==> src/rtl/enemy_motion.sv <==
// Per-enemy chase / hit / death / respawn controller, advanced once per frame_clk edge.
// Outputs are registered and feed the walk-animation stepper and the score logic.
module enemy_motion #(
  parameter logic [8:0] SPAWN_X     = 9'd16,
  parameter logic [8:0] SPAWN_Y     = 9'd16,
  parameter int         X_MIN       = 0,
  parameter int         X_MAX       = 463,
  parameter int         Y_MIN       = 0,
  parameter int         Y_MAX       = 463,
  parameter int         STEP        = 2,
  parameter int         MOVE_DIV    = 2,
  parameter int         SPAWN_DELAY = 32,
  parameter int         MAX_HP      = 3,
  parameter int         KNOCKBACK   = 8,
  parameter int         HURT_FRAMES = 6
) (
  input  logic       frame_clk,
  input  logic       Reset,
  input  logic       Enable,
  input  logic [8:0] Player_X,
  input  logic [8:0] Player_Y,
  input  logic       Hit,
  input  logic [1:0] Hit_Dir,
  output logic [8:0] Obj_X_Pos,
  output logic [8:0] Obj_Y_Pos,
  output logic [8:0] Obj_X_Motion,
  output logic [8:0] Obj_Y_Motion,
  output logic [1:0] Obj_Dir,
  output logic       Alive,
  output logic       Kill,
  output logic [2:0] HP,
  output logic [1:0] dbg_state
);

  localparam logic [1:0] S_SPAWN = 2'd0;
  localparam logic [1:0] S_CHASE = 2'd1;
  localparam logic [1:0] S_HURT  = 2'd2;
  localparam logic [1:0] S_DEAD  = 2'd3;

  localparam logic [15:0] SPAWN_RELOAD = 16'(SPAWN_DELAY - 1);
  localparam logic [15:0] HURT_RELOAD  = 16'(HURT_FRAMES - 1);
  localparam logic [15:0] DIV_LAST     = 16'(MOVE_DIV - 1);
  localparam logic [2:0]  HP_INIT      = 3'(MAX_HP);

  localparam logic signed [9:0] STEP_S = 10'(STEP);
  localparam logic signed [9:0] KB_S   = 10'(KNOCKBACK);
  localparam logic signed [9:0] IDLE_S = 10'sd2;
  localparam logic signed [9:0] XMIN_S = 10'(X_MIN);
  localparam logic signed [9:0] XMAX_S = 10'(X_MAX);
  localparam logic signed [9:0] YMIN_S = 10'(Y_MIN);
  localparam logic signed [9:0] YMAX_S = 10'(Y_MAX);

  logic [1:0]  state;
  logic [15:0] spawn_cnt;
  logic [15:0] hurt_cnt;
  logic [15:0] div;

  function automatic logic signed [9:0] abs10(input logic signed [9:0] v);
    return v[9] ? -v : v;
  endfunction

  function automatic logic signed [9:0] step_toward(input logic signed [9:0] d);
    logic signed [9:0] m;
    m = (abs10(d) > STEP_S) ? STEP_S : abs10(d);
    return d[9] ? -m : m;
  endfunction

  function automatic logic [8:0] clamp(input logic signed [9:0] v,
                                       input logic signed [9:0] lo,
                                       input logic signed [9:0] hi);
    if (v < lo) return lo[8:0];
    if (v > hi) return hi[8:0];
    return v[8:0];
  endfunction

  logic signed [9:0] cur_x, cur_y, dx, dy, mx, my, kx, ky;
  logic              idle_zone;
  logic [1:0]        move_dir;

  // Sums are kept 10-bit signed so an underflow below zero clamps instead of wrapping.
  always_comb begin
    cur_x     = $signed({1'b0, Obj_X_Pos});
    cur_y     = $signed({1'b0, Obj_Y_Pos});
    dx        = $signed({1'b0, Player_X}) - cur_x;
    dy        = $signed({1'b0, Player_Y}) - cur_y;
    idle_zone = (abs10(dx) <= IDLE_S) && (abs10(dy) <= IDLE_S);
    mx        = idle_zone ? '0 : step_toward(dx);
    my        = idle_zone ? '0 : step_toward(dy);
    if (abs10(mx) >= abs10(my)) move_dir = mx[9] ? 2'd3 : 2'd1;
    else                        move_dir = my[9] ? 2'd0 : 2'd2;
    kx = cur_x;
    ky = cur_y;
    case (Hit_Dir)
      2'd0:    ky = cur_y - KB_S;
      2'd1:    kx = cur_x + KB_S;
      2'd2:    ky = cur_y + KB_S;
      default: kx = cur_x - KB_S;
    endcase
  end

  always_ff @(posedge frame_clk or posedge Reset) begin
    if (Reset) begin
      state        <= S_SPAWN;
      Obj_X_Pos    <= SPAWN_X;
      Obj_Y_Pos    <= SPAWN_Y;
      Obj_X_Motion <= '0;
      Obj_Y_Motion <= '0;
      Obj_Dir      <= 2'd2;
      Alive        <= 1'b0;
      Kill         <= 1'b0;
      HP           <= HP_INIT;
      spawn_cnt    <= SPAWN_RELOAD;
      div          <= '0;
      hurt_cnt     <= '0;
    end else if (!Enable) begin
      Kill <= 1'b0;
    end else begin
      Kill <= 1'b0;
      case (state)
        S_SPAWN: begin
          Alive <= 1'b0;
          if (spawn_cnt == '0) begin
            state <= S_CHASE;
            Alive <= 1'b1;
            div   <= '0;
          end else begin
            spawn_cnt <= spawn_cnt - 16'd1;
          end
        end
        S_CHASE: begin
          if (Hit) begin
            Obj_X_Motion <= '0;
            Obj_Y_Motion <= '0;
            if (HP == 3'd1) begin
              HP    <= '0;
              state <= S_DEAD;
              Kill  <= 1'b1;
              Alive <= 1'b0;
            end else begin
              HP        <= HP - 3'd1;
              Obj_X_Pos <= clamp(kx, XMIN_S, XMAX_S);
              Obj_Y_Pos <= clamp(ky, YMIN_S, YMAX_S);
              hurt_cnt  <= HURT_RELOAD;
              state     <= S_HURT;
            end
          end else begin
            div <= (div == DIV_LAST) ? '0 : div + 16'd1;
            if (div == '0) begin
              Obj_X_Pos    <= clamp(cur_x + mx, XMIN_S, XMAX_S);
              Obj_Y_Pos    <= clamp(cur_y + my, YMIN_S, YMAX_S);
              Obj_X_Motion <= mx[8:0];
              Obj_Y_Motion <= my[8:0];
              if (mx != '0 || my != '0) Obj_Dir <= move_dir;
            end else begin
              Obj_X_Motion <= '0;
              Obj_Y_Motion <= '0;
            end
          end
        end
        S_HURT: begin
          Obj_X_Motion <= '0;
          Obj_Y_Motion <= '0;
          if (hurt_cnt == '0) begin
            state <= S_CHASE;
            div   <= '0;
          end else begin
            hurt_cnt <= hurt_cnt - 16'd1;
          end
        end
        default: begin
          state        <= S_SPAWN;
          Obj_X_Pos    <= SPAWN_X;
          Obj_Y_Pos    <= SPAWN_Y;
          Obj_X_Motion <= '0;
          Obj_Y_Motion <= '0;
          Alive        <= 1'b0;
          HP           <= HP_INIT;
          spawn_cnt    <= SPAWN_RELOAD;
        end
      endcase
    end
  end

  assign dbg_state = state;

endmodule

==> config.mk <==
export PLATFORM = sky130hd
export DESIGN_NAME = enemy_motion
export DESIGN_NICKNAME = d
export VERILOG_FILES = /design/src/rtl/enemy_motion.sv
export SDC_FILE = /design/constraint.sdc
export NUM_CORES = 1
export LEC_CHECK = 0
export ABC_AREA = 1
export CAP_MARGIN = 0
export CORE_ASPECT_RATIO = 0.7
export CORE_MARGIN = 2
export CORE_UTILIZATION = 41
export DETAILED_ROUTE_END_ITERATION = 8
export PLACE_DENSITY = 0.7
export SYNTH_ARGS = -nofsm -noshare
export SYNTH_HDL_FRONTEND = slang
export SYNTH_SLANG_ARGS = --single-unit
==> constraint.sdc <==
create_clock -name frame_clk -period 5.3 [get_ports frame_clk]
set_clock_uncertainty 0.15 [all_clocks]
set_input_delay 0.53 -clock frame_clk [delete_from_list [all_inputs] [get_ports frame_clk]]
set_output_delay 0.53 -clock frame_clk [all_outputs]
set_load 0.01 [all_outputs]
=== Word level (Yosys, flattened, before mapping) ===
Cells that the tools add are included.

* Register bits: 93
* Bits in latches: 0
* RAM bits: 0
* ROM bits: 0
* Output and inout port bits: 45
* Memories: 0

* Add/sub/neg operators: 18
* Multiply operators: 0
* Divide/modulo/power cells: 0
* Magnitude comparators: 13
* Eq/ne operators: 16
* Shift operators: 0
* Multiplexer cells: 116
* Bitwise gates (word level): 5
* Reduce and logical (&&, ||, !) cells: 23

{| class="wikitable"
|+ Operators with widths
! operator !! number
|-
| $mux 9 || 26
|-
| $mux 16 || 8
|-
| $mux 10 || 10
|-
| $pmux 9 s2 || 4
|-
| $pmux 16 s2 || 2
|-
| $neg 10->10 || 6
|-
| $mux 1 || 52
|-
| $logic_not 16->1 || 3
|-
| $pmux 16 s3 || 1
|-
| $gt 10x10->1 const B || 4
|-
| $lt 10x1->1 const B || 4
|-
| $pmux 10 s2 || 2
|-
| $sub 16x1->16 const B || 2
|-
| $add 10x10->10 || 2
|-
| $add 9x4->10 const B || 2
|-
| $gt 10x3->1 const B || 2
|-
| $le 10x3->1 const B || 2
|-
| $reduce_bool 10->1 || 2
|-
| $sub 9x4->10 const B || 2
|-
| $sub 9x9->10 || 2
|-
| $add 16x1->16 const B || 1
|-
| $eq 16x1->1 const B || 1
|-
| $ne 2x2->1 const B || 8
|-
| $reduce_and 5->1 || 3
|-
| 21 further kinds || 40
|}

=== Logic depth before layout (Yosys ltp) ===
Gate-level depths: netlist of the first run.

* Word-level depth: 25
* Depth in mapped cells: 44
* Mapped depth without buffers: 44

=== Worst setup path before layout of the first run ===
No wires, ideal clock.

* Path type: input -> register
* Start: input Player_X[0]
* End: register Obj_X_Pos[2]
* Library setup time: 0.066 ns
* Arrival: 5.092 ns
* Data required time: 5.084 ns
* Slack: -0.008 ns
* Stages on the path: 44
* Buffers on the path: 0
* Cells stage by stage: inv_1 ha_1 inv_1 fa_1 inv_1 ha_1 inv_1 nor2_1 nand3_1 nor2_1 nand3_1 nand2_1 nand2_1 nand2_1 inv_1 nand3_1 nand2_2 nand2_2 [... 8 more ...] inv_1 ha_1 a21oi_1 o21ai_0 a21oi_1 o21bai_1 a21o_1 nand2_1 nand2_1 a21oi_1 inv_1 xor2_4 nand3_4 nand2_1 nand2_1 nand2_1 nand2_1 nand2_1

* Longest elaborated chain between the ends: 21
* Elaborated cells on any way between the ends: 30
* Those cells by class: add/sub (4); order compare (4); mux (21); reduce/logical (1)

{| class="wikitable"
|+ Ends and longest elaborated chain
! element !! RTL line !! source
|-
| start, declared || 20 || <nowiki>input logic [8:0] Player_X,</nowiki>
|-
| $sub 9x9->10 (*) || 84 || <nowiki>dx = $signed({1'b0, Player_X}) - cur_x;</nowiki>
|-
| $neg 10->10 || 59 || <nowiki>return v[9] ? -v : v;</nowiki>
|-
| $mux 10 || 59 ||
|-
| $gt 10x3->1 || 64 || <nowiki>m = (abs10(d) > STEP_S) ? STEP_S : abs10(d);</nowiki>
|-
| $mux 10 || 64 ||
|-
| $neg 10->10 || 65 || <nowiki>return d[9] ? -m : m;</nowiki>
|-
| $mux 10 || 65 ||
|-
| $mux 10 (*) || 87 || <nowiki>mx = idle_zone ? '0 : step_toward(dx);</nowiki>
|-
| [... 5 more ...] || n/a ||
|-
| $mux 1 || 131 || <nowiki>if (Hit) begin</nowiki>
|-
| $mux 1 || 119 || <nowiki>case (state)</nowiki>
|-
| $mux 1 || 115 || <nowiki>end else if (!Enable) begin</nowiki>
|-
| $mux 9 || 73 || <nowiki>return v[8:0];</nowiki>
|-
| $mux 9 (*) || 72 || <nowiki>if (v > hi) return hi[8:0];</nowiki>
|-
| $mux 9 (*) || 148 || <nowiki>if (div == '0) begin</nowiki>
|-
| $mux 9 (*) || 131 ||
|-
| $pmux 9 s2 (*) || 119 ||
|-
| end signal, assigned || 141 || <nowiki>Obj_X_Pos <= clamp(kx, XMIN_S, XMAX_S);</nowiki>
|-
| end signal, assigned || 149 || <nowiki>Obj_X_Pos <= clamp(cur_x + mx, XMIN_S, XMAX_S);</nowiki>
|-
| end, declared || 24 || <nowiki>output logic [8:0] Obj_X_Pos,</nowiki>
|}

Every way passes the cells marked *; elsewhere a longest branch is shown, timed or not. The select of a mux whose other input is x is not followed.
A chain may end at the register's enable or synchronous reset.

=== Worst setup path after layout of the first run ===
* Start: register Obj_X_Pos[4]
* End: register Obj_Dir[1]

* Longest elaborated chain between the ends: 12
* Elaborated cells on any way between the ends: 23
* Those cells by class: add/sub (5); order compare (3); mux (10); reduce/logical (5)

{| class="wikitable"
|+ Ends and longest elaborated chain
! element !! RTL line !! source
|-
| $sub 9x9->10 (*) || 84 ||
|-
| $neg 10->10 || 59 ||
|-
| $mux 10 || 59 ||
|-
| $gt 10x3->1 || 64 ||
|-
| $mux 10 || 64 ||
|-
| $neg 10->10 || 65 ||
|-
| $mux 10 || 65 ||
|-
| $mux 10 || 87 ||
|-
| $neg 10->10 || 59 ||
|-
| $mux 10 || 59 ||
|-
| $ge 10x10->1 || 89 || <nowiki>if (abs10(mx) >= abs10(my)) move_dir = mx[9] ? 2'd3 : 2'd1;</nowiki>
|-
| $mux 2 || 89 ||
|-
| end signal, assigned || 153 || <nowiki>if (mx != '0 || my != '0) Obj_Dir <= move_dir;</nowiki>
|-
| end, declared || 28 || <nowiki>output logic [1:0] Obj_Dir,</nowiki>
|}

Every way passes the cells marked *; elsewhere a longest branch is shown, timed or not.

==> results.sh, run 1 <==
export IMPL_outcome="finished, final reports clean"
export IMPL_synth_top_cells_by_count="285 x nand2_1, 211 x inv_1, 142 x nor2_1, 84 x nand3_1, 83 x dfrtp_1"
export IMPL_worstMarginPinSlew_ns=0.904
export IMPL_drt_initial_drc_count=729
export IMPL_report_final_slew_viol_count=0
export IMPL_start_util_pct=41.4
export IMPL_cts_sinks=93
export IMPL_place_detailed_hpwl_microns=18500
export IMPL_p_total_mw=8.05
export IMPL_multi_input_area_sq_um=6090
export IMPL_setup_tns_final_ns=0
export IMPL_area_growth_pct=43.3
export IMPL_ant_nets=0
export IMPL_critPathMaxStageDelay_ns=0.53
export IMPL_antenna_found_initial=0
export IMPL_numPortBuffers=68
export IMPL_grt_overflow_total=0
export IMPL_syn_inst=1267
export IMPL_yosysSeqAreaShare_pct=27.5
export IMPL_grt_pass1_wl_microns=41000
export IMPL_synth_nets=1370
export IMPL_slew_headroom_pct=39.5
export IMPL_synth_largest_area_cell="dfrtp_1"
export IMPL_path_class="reg -> reg"
export IMPL_viasPerCell=5.09
export IMPL_crit_top_cell="nand2_1"
export IMPL_path_clk_slew_ns=0.08
export IMPL_grt_max_degree=55
export IMPL_dr_pass1_iters=5
export IMPL_clk_path_buf_depth=2
export IMPL_drive_gt1_share_pct=29.0
export IMPL_place_gp_congestion=0.921
export IMPL_numCtsBuffers=9
export IMPL_fmaxAchievable_mhz=192
export IMPL_clk_latency_ns=0.35
export IMPL_cpMaxStageDelayCell="dfstp_2"
export IMPL_worstPathArrival_ns=5.37
export IMPL_die_w_microns=176
export IMPL_critPathTopFamily="simple AND/OR/NAND/NOR gates"
export IMPL_hold_buffers=0
export IMPL_grtUsageTotal_pct=22.6
export IMPL_num_rows=44
export IMPL_ys_top_cells_by_area="dfrtp_1 24%, nand2_1 13%, ha_1 11%"
export IMPL_num_nets_final=1644
export IMPL_hold_path_class="reg -> reg"
export IMPL_required_ns=5.45
export IMPL_cp_end_kind="flip-flop"
export IMPL_synth_area_per_cell_sq_um=6.71
export IMPL_rsz0062_at_grt="yes"
export IMPL_cts_root_buf="clkbuf_16"
export IMPL_boundaryPins=69
export IMPL_p_leak_nw=6.18
export IMPL_finalCritPeriodShare_pct=98.5
export IMPL_grt_pass1_vias=8526
export IMPL_maxCapViolations=0
export IMPL_hold_viol_final=0
export IMPL_drc_errors=0
export IMPL_p_per_area_nw_per_um2=661
export IMPL_synth_ff_type="dfrtp_1"
export IMPL_cts_tree="built"
export IMPL_totalWireLength_microns=25900
export IMPL_seqCellArea_sq_um=2340
export IMPL_fp_coreArea_sq_um=20500
export IMPL_cp_num_buf_inv=8
export IMPL_yosys_area_top_type_share_pct=24.4
export IMPL_die_h_microns=124
export IMPL_synth_cell_area_sq_um=8500
export IMPL_setup_viol=0
export IMPL_startpoint_type="flip-flop"
export IMPL_antenna_cells=0
export IMPL_synth_most_common_cell="nand2_1"
export IMPL_ir_worst_vdd_uv=266
export IMPL_synth_edf_count=0
export IMPL_die_area_sq_um=21900
export IMPL_fillers=1785
export IMPL_cp_max_fo=4
export IMPL_h_tree_depth=3
export IMPL_synth_seq_cells=93
export IMPL_layout_min_cycle_time_ns=5.22
export IMPL_async_flop_share_pct=100
export IMPL_vias=9272
export IMPL_post_drt_wl_per_cell_microns=14.2
export IMPL_ys_types=51
export IMPL_ys_warn_count=0
[final cells by class]
class / count / share of cell area (%)
tap: 276 / 2.83
clock buffer: 9 / 1.85
multi-input combinational: 943 / 49.9
inverter: 220 / 6.95
sequential: 93 / 19.2
timing repair buffer: 274 / 18.6
clock inverter: 7 / 0.565
[registers in the layout, summed over array words and instances (netlist names), 3 cells and up]
signal        count
hurt_cnt         16
Obj_X_Pos         9
div              16
HP                3
Obj_Y_Motion      9
Obj_Y_Pos         9
spawn_cnt        16
Obj_X_Motion      9
[routing by layer]
layer  routed length, microns  GRT usage (%)  up-vias  part of all wire, %
met1                    12800           34.3     4318                   50
met4                      373           4.33        0                  1.4
met5                        0              0        -                    0
met3                     1240           2.90       36                  4.8
li1                         -              -     4647                    -
met2                    11400           34.5      271                   44
[where the power goes]
group          internal, mW  switching, mW
Sequential            0.921          0.154
Clock                 0.331          0.324
Combinational          2.86           3.46
[worst register-to-register path: cells and delay by family, from the launching register on]
kind / cells / cell delay, ns
buffers and inverters: 8 / 0.64
XOR/XNOR: 1 / 0.21
flip-flops: 1 / 0.53
AO/OA/AOI/OAI: 8 / 1.12
adder cells (fa/ha/maj): 3 / 0.67
AND/OR/NAND/NOR: 20 / 1.83
[path summary, 6_finish.rpt]
check | startpoint | endpoint | slack [ns] | cells after the start
max in group asynchronous | Reset | div[0] | 3.41 | 3
setup reg to reg | Obj_X_Pos[4] | Obj_Dir[1] | 0.08 | 40
setup / recovery | Obj_X_Pos[4] | Obj_Dir[1] | 0.08 | 40
hold / removal | Obj_Y_Motion[4] | Obj_Y_Motion[4] | 0.33 | 2
min in group asynchronous | Reset | Alive | 0.44 | 2
hold reg to reg | Obj_Y_Motion[4] | Obj_Y_Motion[4] | 0.33 | 2
[per-stage QoR]
step                setup slack [ns]  std cells  util [%]  instance area (sq um)  hold slack (ns)
finish                        0.0782       1822      59.3                  12200            0.332
global placement              -0.584       1757      51.9                  10700            0.314
global route                  -0.258       1822      59.3                  12200            0.360
floorplan                     0.0780       1267         -                   8500            0.306
detailed placement            -0.706       1757      51.9                  10700            0.316
CTS                           0.0164       1811      56.0                  11500            0.335
[cell usage in the layout (no fill, tap or decap), types with 5 or more instances in the layout]
| master | instances |
|---|---|
| o21ai_1 | 8 |
| nand2_4 | 7 |
| nor3_1 | 38 |
| a21oi_2 | 16 |
| nand3_1 | 72 |
| clkdlybuf4s50_1 | 57 |
| nor2_1 | 122 |
| ha_1 | 50 |
| nor2_4 | 10 |
| dlymetal6s2s_1 | 9 |
| xnor2_1 | 7 |
| nand2_2 | 47 |
| ha_4 | 19 |
| nand2_1 | 256 |
| inv_1 | 190 |
| clkbuf_16 | 9 |
| buf_4 | 201 |
| nor2_2 | 21 |
| a21oi_1 | 57 |
| nand3_2 | 16 |
| nor3_2 | 5 |
| dfrtp_1 | 82 |
| dfstp_2 | 10 |
| inv_2 | 22 |
| nand4_1 | 17 |
| nand3b_1 | 5 |
| o21ai_0 | 64 |
| o21ai_2 | 9 |
| nor4_1 | 8 |
| nand3_4 | 6 |
| xor2_1 | 19 |
[kinds of logic (layout without fill, tap and decap cells)]
group | after synthesis | in the layout | share of synthesized area, %
xor gates and xnor gates | 32 | 32 | 3.61
AOI/OAI and AO/OA | 191 | 191 | 12.3
DFF | 93 | 93 | 27.5
and+or+nand+nor | 641 | 641 | 33.9
adders and majority gates | 79 | 79 | 12.2
buffers and inverters | 231 | 510 | 10.5
[what timing repair did]
action,4_1_cts,5_1_grt
hold endpoints to repair,0,0
gates cloned,0,0
pin swaps,73,95
gates resized for setup,73,144
buffers inserted,38,11
setup endpoints to repair,20,21
Power figures use the tool's default switching activity.
==> inputs of run 2 (changes only) <==
- CORE_MARGIN: 2 -> not set
- SKIP_LAST_GASP: not set -> 1
==> run 2 against run 1 <==
  * The flow now finishes with violations (negative setup slack)
  * Die area decreased by 2.7%
  * Register-to-register slack got worse by 0.15 ns
  * Largest cell class unchanged
  * Setup slack got worse by 0.15 ns
  * Critical path type unchanged
  * Largest power group unchanged
  * Total power decreased by 3.7%
  * Cell count decreased by 2.0%
  * Count of clock-buffer cells in the layout increased by 2
  * Global-route usage increased by 0.063 points
  * Clock power increased by 1%
  * Core utilization decreased by 0.96 points
==> results.sh, run 2 (synthesized netlist as in run 1, its figures left out) <==
export IMPL_reg_top3="div: 16 flops, hurt_cnt: 16 flops, spawn_cnt: 16 flops"
export IMPL_p_sw_share_pct=48.7
export IMPL_setup_viol=2
export IMPL_cp_end_kind="flip-flop"
export IMPL_rsz0062_at_grt="yes"
export IMPL_use_met2_pct=34.2
export IMPL_min_from="Obj_Y_Motion[5]"
export IMPL_hold_end="Obj_Y_Motion[5]"
export IMPL_clk_path_buf_depth=2
export IMPL_r2r_slack_ns=-0.08
export IMPL_comb_power_share_pct=77.5
export IMPL_drt_initial_drc_count=743
export IMPL_grt_pass1_vias=7913
export IMPL_outcome="complete, but fails checks"
export IMPL_maxCapViolations=0
export IMPL_slew_headroom_pct=43.1
export IMPL_critPathMaxStageDelay_ns=0.56
export IMPL_dpl_worst_slack_ns=-0.674
export IMPL_die_w_microns=174
export IMPL_grt_overflow_total=0
export IMPL_antenna_cells=0
export IMPL_drive_gt1_share_pct=25.2
export IMPL_place_detailed_hpwl_microns=18500
export IMPL_cts_root_buf="clkbuf_16"
export IMPL_grt_pass1_wl_microns=38900
export IMPL_drc_errors=0
export IMPL_use_met1_pct=33.4
export IMPL_most_common_layout_cells="261 x nand2_1, 193 x inv_1, 171 x buf_4, 128 x nor2_1, 83 x dfrtp_1"
export IMPL_rr_startpoint="Obj_Y_Pos[0]"
export IMPL_hold_path_class="reg -> reg"
export IMPL_cp_max_fo=4
export IMPL_cts_tree="built"
export IMPL_cts_sinks=93
export IMPL_grt_max_degree=50
export IMPL_numPortBuffers=68
export IMPL_hold_buffers=0
export IMPL_worstMarginPinSlew_ns=0.850
export IMPL_num_nets_final=1614
export IMPL_grtUsageMet3_pct=4.43
export IMPL_r2r_end="Obj_Dir[1]"
export IMPL_fmaxAchievable_mhz=186
export IMPL_ir_worst_vdd_uv=400
export IMPL_ant_nets=0
export IMPL_fin_ws_ns=-0.0762
export IMPL_p_leak_nw=5.97
export IMPL_fp_coreArea_sq_um=20100
export IMPL_layout_min_cycle_time_ns=5.38
export IMPL_place_gp_congestion=0.936
export IMPL_path_class="reg -> reg"
export IMPL_violations="negative setup slack"
export IMPL_finalCritPeriodShare_pct=101
export IMPL_post_drt_wl_per_cell_microns=13.8
export IMPL_clk_latency_ns=0.36
export IMPL_totalWireLength_microns=24700
export IMPL_numCtsBuffers=9
export IMPL_viasPerCell=5.05
export IMPL_net_switching_power_mw=3.77
export IMPL_area_growth_pct=37.8
export IMPL_critPathTopFamily="simple AND/OR/NAND/NOR gates"
export IMPL_num_rows=43
export IMPL_setup_tns_final_ns=-0.0773
export IMPL_rr_worst_depth=34
export IMPL_cpMaxStageDelayCell="fa_1"
export IMPL_vias=9028
export IMPL_boundaryPins=69
export IMPL_top_usage_layer="met2"
export IMPL_dr_pass1_iters=5
export IMPL_p_per_area_nw_per_um2=661
export IMPL_die_area_sq_um=21300
export IMPL_hold_viol_final=0
export IMPL_p_clk_share_pct=8.6
export IMPL_h_tree_depth=3
export IMPL_cp_num_buf_inv=5
export IMPL_grtUsageTotal_pct=22.7
export IMPL_start_util_pct=42.4
export IMPL_path_clk_slew_ns=0.07
export IMPL_required_ns=5.45
export IMPL_startpoint_type="flip-flop"
export IMPL_p_int_mw=3.97
export IMPL_holdPathStages=2
export IMPL_fillers=1797
export IMPL_antenna_found_initial=0
export IMPL_worstPathArrival_ns=5.53
export IMPL_final_common_cell="nand2_1"
export IMPL_report_final_slew_viol_count=0
export IMPL_die_h_microns=122
export IMPL_p_seq_share_pct=13.9
[run 2: worst max-delay path by stage]
stage,cells past startpoint,slack (ns),end,startpoint
after global placement,36,-0.56,Obj_Dir[1],Player_Y[0]
after CTS,37,-0.03,Obj_Dir[1],Player_Y[0]
after detailed placement,36,-0.67,Obj_Dir[1],Player_Y[0]
after floorplan,44,0.08,Obj_X_Pos[2],Player_X[0]
after global routing,40,-0.36,Obj_Y_Pos[1],Obj_Y_Pos[0]
final,34,-0.08,Obj_Dir[1],Obj_Y_Pos[0]
[run 2: what timing repair did]
action	4_1_cts	5_1_grt
pin swaps	42	79
buffers inserted	10	13
endpoints found under the setup margin	20	20
gates resized for setup	54	114
gates cloned	0	0
[run 2: area by class of cell]
class | instances | area (sq um) | area share (%)
clock buffers | 11 | 233 | 1.99
inverters | 220 | 840 | 7.17
multi-input cells | 943 | 5870 | 50.1
well taps | 270 | 338 | 2.88
repair buffers | 244 | 2030 | 17.4
clock inverters | 5 | 62.6 | 0.534
flip-flops and latches | 93 | 2340 | 20.0
[run 2: stage by stage]
stage | util (%) | cell area [sq um] | instances | hold WS [ns] | total power, mW
after floorplan | - | 8500 | 1267 | 0.306 | 4.20
after global placement | 52.9 | 10600 | 1747 | 0.303 | 6.03
after detailed placement | 52.9 | 10600 | 1747 | 0.314 | 6.13
after CTS | 55.6 | 11200 | 1773 | 0.331 | 7.07
after global routing | 58.4 | 11700 | 1786 | 0.364 | 8.42
final | 58.4 | 11700 | 1786 | 0.332 | 7.75
[run 2: power groups by stage]
| stage | combinational, mW | sequential (mW) | clock [mW] |
|---|---|---|---|
| final | 6.00 | 1.08 | 0.663 |
| after global routing | 6.61 | 1.11 | 0.702 |
| after CTS | 5.31 | 1.08 | 0.678 |
| after detailed placement | 5.04 | 1.09 | 0 |
| after global placement | 4.95 | 1.09 | 0 |
| after floorplan | 3.05 | 1.15 | 0 |
[run 2: metal layers]
layer	vias to the layer above	wire length [microns]
met5	-	0
li1	4592	-
met2	240	10600
met4	0	326
met3	35	1500
met1	4161	12200
[run 2: worst register-to-register path, delay by kind of cell, from the launching register on]
family / cells / cell delay [ns]
buffers and inverters: 5 / 0.31
XOR/XNOR: 1 / 0.21
AND/OR/NAND/NOR: 21 / 2.58
adder cells (fa/ha/maj): 5 / 1.37
flip-flops: 1 / 0.41
AO/OA/AOI/OAI: 2 / 0.29
==> inputs of run 3 (changes only) <==
- SLEW_MARGIN: not set -> 20
==> results of run 3 <==
No change in the layout: final DEF, timing and power equal those of run 2.
